<file path="src/rtl/mem_access_unit.sv">
// MEM-stage data-memory responder: drives a 1-cycle-latency block RAM with byte enables,
// returns lane-extracted, extended load data and stalls the pipeline while a load is in flight.
module mem_access_unit #(
    parameter int RAM_AW = 12
) (
    input  logic              clk,
    input  logic              rst,
    input  logic              req_valid,
    input  logic              mem_w,
    input  logic [1:0]        digit,
    input  logic              sign,
    input  logic [31:0]       addr,
    input  logic [31:0]       wdata,
    output logic              stall,
    output logic [31:0]       rdata,
    output logic              rdata_valid,
    output logic              misalign,
    output logic              ram_en,
    output logic [3:0]        ram_wea,
    output logic [RAM_AW-1:0] ram_addr,
    output logic [31:0]       ram_din,
    input  logic [31:0]       ram_dout
);

    typedef enum logic {IDLE, LOAD_WAIT} state_t;

    typedef struct packed {
        logic [1:0] off;
        logic [1:0] width;
        logic       sgn;
    } loadCtx_t;

    state_t      state, stateNext;
    loadCtx_t    ctx;
    logic        legal, loadAccept, badReq;
    logic [3:0]  storeWea;
    logic [7:0]  byteSel;
    logic [15:0] halfSel;
    logic [31:0] loadVal;
    logic        unusedAddr;

    // High address bits fall off the RAM: accesses wrap modulo its size.
    assign unusedAddr = ^addr[31:RAM_AW+2];
    assign ram_addr   = addr[RAM_AW+1:2];

    always_comb begin
        legal = 1'b0;
        case (digit)
            2'b00:   legal = (addr[1:0] == 2'b00);
            2'b01:   legal = ~addr[0];
            2'b10:   legal = 1'b1;
            default: legal = 1'b0;
        endcase
    end

    // Write data is replicated across lanes so the byte enables alone pick the target.
    always_comb begin
        storeWea = 4'b0000;
        ram_din  = wdata;
        case (digit)
            2'b00: begin
                storeWea = 4'b1111;
                ram_din  = wdata;
            end
            2'b01: begin
                storeWea = addr[1] ? 4'b1100 : 4'b0011;
                ram_din  = {2{wdata[15:0]}};
            end
            default: begin
                storeWea = 4'b0001 << addr[1:0];
                ram_din  = {4{wdata[7:0]}};
            end
        endcase
    end

    always_comb begin
        stateNext  = state;
        ram_en     = 1'b0;
        ram_wea    = 4'b0000;
        stall      = 1'b0;
        badReq     = 1'b0;
        loadAccept = 1'b0;
        case (state)
            IDLE: begin
                if (req_valid) begin
                    if (legal) begin
                        ram_en = 1'b1;
                        if (mem_w) begin
                            ram_wea = storeWea;
                        end else begin
                            stall      = 1'b1;
                            loadAccept = 1'b1;
                            stateNext  = LOAD_WAIT;
                        end
                    end else begin
                        badReq = 1'b1;
                    end
                end
            end
            LOAD_WAIT: begin
                stall     = 1'b1;
                stateNext = IDLE;
            end
            default: stateNext = IDLE;
        endcase
    end

    always_comb begin
        byteSel = ram_dout[{ctx.off, 3'b000} +: 8];
        halfSel = ctx.off[1] ? ram_dout[31:16] : ram_dout[15:0];
        case (ctx.width)
            2'b00:   loadVal = ram_dout;
            2'b01:   loadVal = {{16{ctx.sgn & halfSel[15]}}, halfSel};
            default: loadVal = {{24{ctx.sgn & byteSel[7]}}, byteSel};
        endcase
    end

    always_ff @(posedge clk) begin
        if (rst) begin
            state       <= IDLE;
            ctx         <= '0;
            rdata       <= '0;
            rdata_valid <= 1'b0;
            misalign    <= 1'b0;
        end else begin
            state       <= stateNext;
            misalign    <= badReq;
            rdata_valid <= (state == LOAD_WAIT);
            if (state == LOAD_WAIT)
                rdata <= loadVal;
            if (loadAccept)
                ctx <= '{off: addr[1:0], width: digit, sgn: sign};
        end
    end

endmodule

</file>
<file path="config.mk">
export PLATFORM = sky130hd
export DESIGN_NAME = mem_access_unit
export DESIGN_NICKNAME = d
export VERILOG_FILES = /design/src/rtl/mem_access_unit.sv
export SDC_FILE = /design/constraint.sdc
export NUM_CORES = 1
export LEC_CHECK = 0
export ABC_CLOCK_PERIOD_IN_PS = 3500
export BUFFER_PORTS_ARGS = -buffer_cell sky130_fd_sc_hd__buf_2
export CORE_MARGIN = 2
export CORE_UTILIZATION = 46
export CTS_CLUSTER_SIZE = 10
export DETAILED_ROUTE_END_ITERATION = 8
export GPL_TIMING_DRIVEN = 0
export MAX_ROUTING_LAYER = met4
export PLACE_DENSITY = 0.92
export SLEW_MARGIN = 20
export SYNTH_ARGS = -nofsm -noshare
export SYNTH_HDL_FRONTEND = slang
export SYNTH_SLANG_ARGS = --single-unit
</file>
<file path="constraint.sdc">
create_clock -name clk -period 3.5 [get_ports clk]
set_input_delay 0.35 -clock clk [delete_from_list [all_inputs] [get_ports clk]]
set_output_delay 0.35 -clock clk [all_outputs]
set_load 0.02 [all_outputs]
</file>
==> impl_metrics.json <==
{
  "status": "finished clean",
  "yosysTopAreaCellShare_pct": 28.61,
  "cap_viol_max_count": 0,
  "die_x_microns": 82.01,
  "num_io_pins": 187,
  "synth-seq-cells": 40,
  "cp_top_family": "buffers and inverters",
  "ys.flop_type": "dfxtp_1",
  "grt_pass1_wl_microns": 14360,
  "cp_num_buf_inv": 4,
  "cp.arrival_ns": 1.88,
  "wirelength_microns": 9690,
  "power_density_nw_per_um2": 299.0,
  "worstSetupEndpointType": "primary output",
  "grt_max_degree": 12,
  "skew_ns": 0.008991,
  "r2r-start": "state",
  "die_area_sq_um": 6725,
  "cp_slowest_cell": "buf_1",
  "ys_types": 50,
  "finalPower_mw": 1.120,
  "layout_min_cycle_time_ns": 2.230,
  "finalMaxSlewViolations": 0,
  "clock_latency_ns": 0.30,
  "cp-start-kind": "flop",
  "clk_path_buf_depth": 2,
  "cts.hold.buffers_added": 0,
  "numPortBuffers": 154,
  "synthTopCellsByCount": "dfxtp_1, nand2_1, buf_4, nor2_1, o21ai_0",
  "cp_data_required_time_ns": 3.15,
  "area_growth_pct": 33.75,
  "dpl-instance-area_sq_um": 3664,
  "synth_edf_count": 0,
  "rsz0062_at_grt": "false",
  "antenna_found_initial": 1,
  "worstRegToRegCells": 4,
  "cts_setup_buffers": 0,
  "globalplace.congestion": 0.8906,
  "path_max_fanout": 10,
  "fmax_ghz": 0.4484,
  "cts_buffers": 5,
  "hold_violations": 0,
  "async_flop_share_pct": 0,
  "yosysTopAreaCell": "dfxtp_1",
  "startpoint": "state",
  "cp_num_cells": 5,
  "p_leak_nw": 1.923,
  "crit_type": "flop to primary output",
  "nets": 591,
  "endpoint": "stall",
  "finish.instance_area_sq_um": 3744,
  "htreeDepth": 2,
  "ant_nets": 0,
  "syn_area_per_cell_sq_um": 8.559,
  "coreArea_sq_um": 5886,
  "finalSetupTns_ns": 0,
  "setup_viol": 0,
  "fin_crit_sh_pct": 63.72,
  "cts_tree": "yes",
  "ctsRootBufferMaster": "clkbuf_8",
  "synth_most_common_cell": "dfxtp_1",
  "crit_top_cell": "buf_2",
  "synth_area_leaders": "dfxtp_1, buf_4, a41oi_1, a311oi_1, o21bai_1",
  "drtIter0Drc": 210,
  "drt-vias-per-instance": 5.764,
  "tightest_slew_ns": 0.5559,
  "place_inst": 556,
  "synth_seq_area_share_pct": 28.61,
  "dieHeight_microns": 82.01,
  "dp_hpwl_microns": 7844,
  "reg2reg_slack_ns": 1.93,
  "ctsResizeCount": 0,
  "slew_headroom_pct": 62.94,
  "min_path_cells": 3,
  "r2r-end": "rdata[23]",
  "cts.sinks": 40,
  "max-vdd-ir-drop_uv": 196.3,
  "hold_path.class": "primary input to flop",
  "firstDrtPassIters": 5,
  "synth_fp_nets": 430,
  "via_count": 3251,
  "fillerInstances": 526,
  "drive_gt1_share_pct": 45.29,
  "final_cells": 564,
  "drc": 0,
  "start_util_pct": 47.56,
  "syn_area_sq_um": 2799,
  "overflow": 0,
  "worstPathCellList": "buf_2 -> buf_2 -> buf_1 -> o21bai_1 -> buf_2",
  "yosys_warnings": 0,
  "grt_usage_pct": 28.69,
  "cpPeakStageDelay_ns": 0.47,
  "cts.clk_slew.worst_paths_ns": 0.07,
  "rows": 28,
  "syn_inst": 327,
  "grt_pass1_vias": 3081,
  "wire_per_inst_microns": 17.18
}
-- worst min-delay path by stage --
stage	from	slack, ns	endpoint
final	sign	0.32	ctx[0]
after floorplan	ctx[0]	0.50	ctx[0]
after global placement	rdata[3]	0.47	rdata[3]
after CTS	sign	0.32	ctx[0]
after detailed placement	rdata[3]	0.48	rdata[3]
after global routing	sign	0.34	ctx[0]
-- cells by family (layout without fill, tap and decap cells) --
| family | after synthesis | in the layout | share of synthesized area [%] |
|---|---|---|---|
| xor+xnor | 1 | 1 | 0.3130 |
| other cells | 0 | 1 | 0 |
| buf+inv | 61 | 222 | 12.47 |
| compound gates | 106 | 106 | 28.52 |
| flops | 40 | 40 | 28.61 |
| mux | 31 | 31 | 12.38 |
| simple gates | 88 | 88 | 17.70 |
-- state kept, by name, summed over array words and instances, names as in the netlist --
signal       cells
ctx              5
misalign         1
rdata           32
rdata_valid      1
state            1
-- per-stage QoR --
stage               setup WS, ns  hold WS (ns)  util (%)
floorplan                  1.296        0.4987         -
global route               1.190        0.3394     63.61
detailed placement         1.625        0.4783     62.24
CTS                        1.302        0.3237     63.56
global placement           1.655        0.4741     62.24
finish                     1.270        0.3177     63.61
-- tightest hold or removal path: cells and delay by family --
kind | cells | cell delay [ns]
buffers and inverters | 1 | 0.10
multiplexers | 1 | 0.06
AND/OR/NAND/NOR | 1 | 0.05
-- placed cells by master (no fill, tap or decap), drive strengths merged, types with 3 or more instances in the layout --
| cell type | instances |
|---|---|
| nor2 | 26 |
| mux2i | 11 |
| mux2 | 20 |
| inv | 10 |
| a31oi | 9 |
| nor3b | 3 |
| o21bai | 17 |
| a211o | 7 |
| dfxtp | 40 |
| a21oi | 4 |
| a41oi | 16 |
| a22oi | 8 |
| nor3 | 4 |
| nand2 | 26 |
| a311oi | 15 |
| clkbuf | 17 |
| o21ai | 23 |
| and4b | 8 |
| nor2b | 5 |
| buf | 194 |
| nand2b | 8 |
-- power by group --
| group | switching, mW | internal [mW] |
|---|---|---|
| combinational | 0.201 | 0.144 |
| clock | 0.161 | 0.136 |
| sequential | 0.00837 | 0.470 |
-- area by class of cell --
type	instances	area, sq um	share of cell area (%)
multi-input cells	226	1649	44.05
flip-flops and latches	40	800.8	21.39
repair buffers	154	770.7	20.59
plain buffers	51	311.5	8.322
well taps	75	93.84	2.507
clock buffers	6	72.57	1.939
inverters	10	37.54	1.003
clock inverters	1	5.005	0.1337
diodes	1	2.502	0.06684
-- per-layer routing --
metal	vias up	track usage, %	share of wire, %
met5	-	-	0
li1	1519	-	-
met4	0	16.17	4.9
met3	36	3.846	8.7
met2	212	49.67	49
met1	1484	31.57	37
No activity file was read; power rests on OpenSTA's default activity.
